**config.mk**
```make
export PLATFORM = sky130hd
export DESIGN_NAME = leitor_malha
export DESIGN_NICKNAME = d
export VERILOG_FILES = /design/src/rtl/leitor_malha.sv
export SDC_FILE = /design/constraint.sdc
export NUM_CORES = 1
export LEC_CHECK = 0
export ABC_AREA = 1
export BUFFER_PORTS_ARGS = -buffer_cell sky130_fd_sc_hd__buf_2
export CORE_MARGIN = 8
export CORE_UTILIZATION = 40
export CTS_CLUSTER_DIAMETER = 80
export DETAILED_ROUTE_END_ITERATION = 8
export PLACE_DENSITY = 0.69
export REMOVE_ABC_BUFFERS = 1
export SLEW_MARGIN = 25
export SYNTH_ARGS = -nofsm -noshare
export SYNTH_HDL_FRONTEND = slang
export SYNTH_SLANG_ARGS = --single-unit
```
**constraint.sdc**
```tcl
create_clock -name clock -period 6.3 [get_ports clock]
set_input_delay 0.315 -clock clock [delete_from_list [all_inputs] [get_ports clock]]
set_output_delay 0.315 -clock clock [all_outputs]
set_load 0.1 [all_outputs]
```
**src/rtl/leitor_malha.sv**
```systemverilog
// leitor_malha: snapshots the 2-bit occupancy grid and streams it as a framed byte sequence.
// Optional trailing XOR checksum byte is enabled by defining LEITOR_MALHA_CHECKSUM_EN.
module leitor_malha #(
  parameter int         TamanhoMalha = 9,
  parameter logic [7:0] CABECALHO    = 8'hA5
) (
  input  logic       clock,
  input  logic       reset,
  input  logic [1:0] malha [TamanhoMalha*TamanhoMalha],
  input  logic       operacaoFinalizada,
  input  logic       iniciar,
  output logic [7:0] dadoSaida,
  output logic       dadoValido,
  input  logic       dadoPronto,
  output logic       ocupado,
  output logic       quadroEnviado
);

  localparam int NC = TamanhoMalha * TamanhoMalha;
  localparam int NB = (NC + 3) / 4;
  localparam int NP = 4 * NB;
  localparam int BW = (NB > 1) ? $clog2(NB) : 1;

  localparam logic [2:0] OCIOSO = 3'd0;
  localparam logic [2:0] CAB    = 3'd1;
  localparam logic [2:0] TAM    = 3'd2;
  localparam logic [2:0] DADOS  = 3'd3;
`ifdef LEITOR_MALHA_CHECKSUM_EN
  localparam logic [2:0] CHK    = 3'd4;
`endif
  localparam logic [2:0] FIM    = 3'd5;

  logic [2:0]    state_q, state_d;
  logic [BW-1:0] idx_q, idx_d;
  logic          captura;
  logic          xfer;
  logic [7:0]    data_byte;
  logic [1:0]    snap_q   [NC];
  logic [1:0]    snap_pad [NP];
`ifdef LEITOR_MALHA_CHECKSUM_EN
  logic [7:0]    acc_q, acc_d;
`endif

  // NOTE: the snapshot is a small register array, not RAM, so it takes the reset;
  // a cleared snapshot after reset is part of the block's defined state.
  always_ff @(posedge clock) begin
    if (!reset) begin
      snap_q <= '{default: 2'b00};
    end else if (captura) begin
      snap_q <= malha;
    end
  end

  // Cells past the end of the grid read as zero so the last byte pads cleanly.
  for (genvar k = 0; k < NP; k++) begin : g_pad
    if (k < NC) begin : g_cell
      assign snap_pad[k] = snap_q[k];
    end else begin : g_zero
      assign snap_pad[k] = 2'b00;
    end
  end

  assign data_byte = {snap_pad[{idx_q, 2'd3}], snap_pad[{idx_q, 2'd2}],
                      snap_pad[{idx_q, 2'd1}], snap_pad[{idx_q, 2'd0}]};

  // Outputs decode straight from registered state, so they hold while stalled.
  always_comb begin
    dadoSaida  = 8'h00;
    dadoValido = 1'b0;
    case (state_q)
      CAB: begin
        dadoSaida  = CABECALHO;
        dadoValido = 1'b1;
      end
      TAM: begin
        dadoSaida  = 8'(TamanhoMalha);
        dadoValido = 1'b1;
      end
      DADOS: begin
        dadoSaida  = data_byte;
        dadoValido = 1'b1;
      end
`ifdef LEITOR_MALHA_CHECKSUM_EN
      CHK: begin
        dadoSaida  = acc_q;
        dadoValido = 1'b1;
      end
`endif
      default: ;
    endcase
  end

  assign ocupado       = (state_q != OCIOSO);
  assign quadroEnviado = (state_q == FIM);
  assign xfer          = dadoValido && dadoPronto;

  // NOTE: every signal written here gets a default first, so no path leaves it
  // unassigned and no latch is inferred.
  always_comb begin
    state_d = state_q;
    idx_d   = idx_q;
    captura = 1'b0;
`ifdef LEITOR_MALHA_CHECKSUM_EN
    acc_d   = xfer ? (acc_q ^ dadoSaida) : acc_q;
`endif
    case (state_q)
      OCIOSO: begin
        if (iniciar && operacaoFinalizada) begin
          captura = 1'b1;
          idx_d   = '0;
`ifdef LEITOR_MALHA_CHECKSUM_EN
          acc_d   = 8'h00;
`endif
          state_d = CAB;
        end
      end
      CAB: if (xfer) state_d = TAM;
      TAM: if (xfer) state_d = DADOS;
      DADOS: begin
        if (xfer) begin
          if (idx_q == BW'(NB - 1)) begin
`ifdef LEITOR_MALHA_CHECKSUM_EN
            state_d = CHK;
`else
            state_d = FIM;
`endif
          end else begin
            idx_d = idx_q + BW'(1);
          end
        end
      end
`ifdef LEITOR_MALHA_CHECKSUM_EN
      CHK: if (xfer) state_d = FIM;
`endif
      FIM:     state_d = OCIOSO;
      default: state_d = OCIOSO;
    endcase
  end

  // NOTE: state registers use non-blocking assignments so every flop samples
  // the pre-edge values regardless of statement order.
  always_ff @(posedge clock) begin
    if (!reset) begin
      state_q <= OCIOSO;
      idx_q   <= '0;
`ifdef LEITOR_MALHA_CHECKSUM_EN
      acc_q   <= 8'h00;
`endif
    end else begin
      state_q <= state_d;
      idx_q   <= idx_d;
`ifdef LEITOR_MALHA_CHECKSUM_EN
      acc_q   <= acc_d;
`endif
    end
  end

endmodule

```
# After elaboration in Yosys (flattened, before gate mapping)
# Cells that the tools add are included.
totals:
  out_inout_bits: 11
  ff_bits: 170
  in_bits: 167
op_classes:
  n_mux: 26
  reduce_logical: 8
  bitwise: 4
  n_lt_le_gt_ge: 4
  eq_ne: 11
  addsub: 1
ops:
  columns: ["operator", "n"]
  rows:
  - ["2-bit binary-select mux with 7-bit select", 4]
  - ["8-bit greater-or-equal comparator, second input constant", 4]
  - ["7-bit NOT with 8-bit output", 4]
  - ["8-bit one-hot mux with 3 select lines", 1]
  - ["2-bit two-way mux", 8]
  - ["3-bit two-way mux", 5]
  - ["5-bit two-way mux", 3]
  - ["2-bit inequality test, second input constant", 6]
  - ["3-bit one-hot mux with 4 select lines", 1]
  - ["5-bit one-hot mux with 2 select lines", 1]
  - ["3-bit by 2-bit equality test with 1-bit output, second input constant", 2]
  - ["5-bit by 1-bit adder with 5-bit output, second input constant", 1]
  - ["5-bit equality test, second input constant", 1]
  - ["5-bit AND reduction", 1]
  - ["4-bit AND reduction", 1]
  - ["3-bit by 1-bit equality test with 1-bit output, second input constant", 1]
  - ["3-bit equality test, second input constant", 1]
  - ["3-bit logical NOT", 1]
  - ["1-bit two-way mux", 3]
  - ["3-bit nonzero test", 1]
  - ["3-bit OR reduction", 1]
  - ["1-bit logical AND", 2]
  - ["2-bit nonzero test", 1]

# Depth between registers and ports, before layout
logic_depth:
  word_depth: 6
  mapped_depth: 14
  depth_no_buf: 12

# Least setup slack after synthesis
# Ideal clock, no wire load.
synth_timing:
  kind: "flip-flop to output port"
  from: "reg idx_q[1]"
  to: "out dadoSaida[6]"
  arrival_ns: 2.724
  path_stages_with_launch: 10
  required_ns: 5.985
  path_slack_ns: 3.261
  cell_sequence: "dfxtp_1 -> buf_2 -> clkbuf_1 -> buf_2 -> o211ai_1 -> nand3_1 -> nand3_1 -> nand2_1 -> nand2_1 -> a21oi_1"
synth_between:
  elab_chain_cells: 5
synth_rtl:
  columns: ["element", "line_no", "text"]
  rows:
  - ["from (decl)", "34", "logic [BW-1:0] idx_q, idx_d;"]
  - ["from (signal assigned)", "151", "idx_q <= idx_d;"]
  - ["7-bit NOT with 8-bit output (not written as such)", "63", "assign data_byte = {snap_pad[{idx_q, 2'd3}], snap_pad[{idx_q, 2'd2}],"]
  - ["2-bit binary-select mux with 7-bit select", "63", null]
  - ["2-bit two-way mux (not written as such) (2 in a row)", "63", null]
  - ["8-bit one-hot mux with 3 select lines", "70", "case (state_q)"]
  - ["to (decl)", "12", "output logic [7:0] dadoSaida,"]
# No other way between the ends. The select of a mux whose other input is x is not followed.

# Final worst setup path
layout_timing:
  from: "reg idx_q[3]"
  to: "out dadoSaida[2]"
layout_between:
  elab_chain_cells: 5
layout_rtl:
  columns: ["element", "line_no", "text"]
  rows:
  - ["7-bit NOT with 8-bit output (not written as such)", "64", "snap_pad[{idx_q, 2'd1}], snap_pad[{idx_q, 2'd0}]};"]
  - ["2-bit binary-select mux with 7-bit select", "64", null]
  - ["2-bit two-way mux (not written as such) (2 in a row)", "64", null]
  - ["8-bit one-hot mux with 3 select lines", "70", null]
# No other way between the ends. The select of a mux whose other input is x is not followed.

==> impl_metrics.tcl <==
set metrics [dict create \
    dp_slack_ps 2690 \
    layout.cells.non_filler 1537 \
    setup_tns_ps 0 \
    drtIter0Drc 495 \
    powerDensity_mw_per_mm2 474 \
    status "finished clean" \
    clkLatencyLatePin_ps 420 \
    slowest_delay_ps 690 \
    leakagePower_nw 4.13 \
    layout_setup_ws_ps 3110 \
    ir_worst_vdd_uv 523 \
    gp_congestion 0.798 \
    crit_fanout 13 \
    cts_hold_buf 0 \
    synthCells 1142 \
    min_path_type "input pin to flip-flop" \
    ys_seq_elements 170 \
    pwr-share-comb_pct 40.0 \
    dp_hpwl_um 14600 \
    min_period_ps 3190 \
    syn-cell-area_mm2 0.00789 \
    synthArstFlopShare_pct 0 \
    finalCritPeriodShare_pct 50.6 \
    routed_wirelength_um 22800 \
    final-hold-violation-count 0 \
    max_slew_margin_pct 33.1 \
    critPathMostFrequentCell "nand2_1" \
    tightest_slew_ps 999 \
    via_per_inst 4.96 \
    arrival_ps 2870 \
    slew_viol_final 0 \
    clock-skew-final_ps 8.38 \
    power_switching_mw 1.81 \
    critical_path_buf_inv_count 3 \
    numCtsBuffers 17 \
    drv_cap 0 \
    nets 1429 \
    crit_path_end_kind "primary output" \
    die_h_um 156 \
    initial_core_util_pct 40.7 \
    synth_warnings 0 \
    routedWlPerCell_um 14.9 \
    cpLargestDelayFamily "simple AND/OR/NAND/NOR gates" \
    rsz0062_at_grt "false" \
    rows 51 \
    clock-root-buffer "clkbuf_16" \
    ctsResizeCount 0 \
    crit_path_top_delay_cell "nor2_1" \
    required_ps 5980 \
    die_x_um 156 \
    route.detailed.drc 0 \
    grt_pass1_wl_um 36700 \
    power.internal_mw 2.65 \
    cts_max_level 4 \
    area_growth_pct 18.9 \
    ys.flop_type "dfxtp_1" \
    grt_max_degree 122 \
    swShare_pct 40.6 \
    die_area_mm2 0.0245 \
    grt_overflow 0 \
    ys_types 23 \
    fmax_mhz 314 \
    cts.reportedPaths.clkPinSlew_ps 70 \
    post_cts.repair.setup_buffers 0 \
    core_mm2 0.0194 \
    tritoncts "done" \
    crit_path_start_kind "flip-flop" \
    first_pass_iters 5 \
    io_pins 178 \
    clockPowerShare_pct 25.2 \
    setup_viol 0 \
    grtUsageTotal_pct 18.7 \
    path_class "flip-flop to primary output" \
    placedCellCount 1505 \
    grt_pass1_vias 7319 \
    antenna_found_initial 4 \
    ant_nets 0 \
    clockBufferDepth 2 \
    drive_gt1_share_pct 18.3 \
    path_cells "inv_1 -> nor2_1 -> nand2_1 -> nand2_1 -> inv_1 -> nand2_1 -> nand2_1 -> a21oi_1 -> buf_2" \
    ys_seq_area_share_pct 43.1 \
    avgSynthCellArea_um2 6.91 \
    cts_num_sinks 170 \
    p_seq_share_pct 34.8 \
    io_buffers 177 \
    num_vias 7624 \
    synth_edf_count 0 \
]
[power by group through the flow]
stage	Combinational, mW	Sequential [mW]	Clock (mW)
finish	1.78	1.55	1.12
global route	2.02	1.58	1.20
CTS	1.77	1.55	1.15
detailed placement	1.76	1.57	0
global placement	1.72	1.56	0
floorplan	1.28	1.58	0
[through the flow]
stage	area (um2)	utilization, %	hold slack, ps	power, mW
after detailed placement	8720	44.9	440	3.33
after global routing	9390	48.4	145	4.80
after global placement	8720	44.9	438	3.28
final	9390	48.4	158	4.45
after floorplan	7430	-	424	2.87
after CTS	9350	48.2	139	4.47
[logic make-up (layout without fill, tap and decap cells)]
family          after synthesis  count (layout)  synth area share (%)
compound gates              353             353                  23.0
other cells                   0               1                     0
fa+ha+maj                     2               2                 0.317
simple gates                385             385                  20.8
flops                       170             170                  43.1
buf+inv                     232             361                  12.7
[registers in the layout, summed over array words and instances (netlist names)]
name,cells
idx_q,5
state_q,3
snap_pad,162
[cell usage after synthesis (3+ instances only)]
library cell / n / area (um2)
o21ai_0: 144 / 721
nand2_1: 242 / 908
nor3_1: 5 / 25.0
nand3_1: 118 / 591
clkbuf_1: 49 / 184
a21oi_1: 190 / 951
dfxtp_1: 170 / 3400
nand2_2: 3 / 18.8
inv_2: 5 / 18.8
clkinv_1: 4 / 15.0
inv_1: 136 / 510
buf_2: 22 / 110
nor2_1: 11 / 41.3
o211ai_1: 17 / 128
buf_6: 14 / 158
[final cells by class]
cell class,instances,area [um2]
inverter,145,544
multi-input combinational,740,3490
sequential,170,3410
clock inverter,10,165
timing repair buffer,186,983
clock buffer,20,467
antenna,1,2.50
fill,2070,10000
tap,265,332
[worst reg2reg max path, stage by stage (launching register included)]
cell and delay (ps):
dfxtp_1 380, inv_2 70, nor2_2 120, nand2_2 560, o21ai_2 360, inv_2 90, nand3_4 280, buf_4 810
o21ai_0 250, a21oi_1 160
[final timing paths]
kind | startpoint | end | slack (ps) | cells after the start
min reg2reg | snap_pad[58]$_SDFFE_PN0P_ | snap_pad[58]$_SDFFE_PN0P_ | 450 | 2
max | idx_q[3]$_SDFFE_PN0P_ | dadoSaida[2] | 3110 | 9
max reg2reg | state_q[0]$_SDFFE_PN0P_ | snap_pad[95]$_SDFFE_PN0P_ | 3140 | 9
min | malha[31] | snap_pad[37]$_SDFFE_PN0P_ | 160 | 3
[metal layers]
layer | routed length, um | share of wire [%] | global-route usage [%] | vias to the layer above
met5 | 33 | 0.14 | 0 | -
met4 | 257 | 1.1 | 4.76 | 6
met3 | 1350 | 5.9 | 4.74 | 24
met2 | 10300 | 45 | 30.1 | 183
met1 | 10900 | 48 | 24.5 | 3447
li1 | - | - | - | 3964
[cells in the final DEF (no fill, tap or decap), types with 2 or more instances in the layout]
master       n
inv_2        5
buf_6        2
nand2_2      3
nand4_1      2
clkbuf_8     3
buf_2      176
clkinv_1     5
nor3_1       5
clkinv_4     2
ha_1         2
o211ai_1    17
buf_4        7
o21ai_2      2
clkbuf_16   17
inv_1      135
nand2_1    242
a21oi_1    190
nor2_1      11
o21ai_0    144
nand3_1    118
bufinv_16    4
dfxtp_1    168
(Power assumes the default switching activity.)
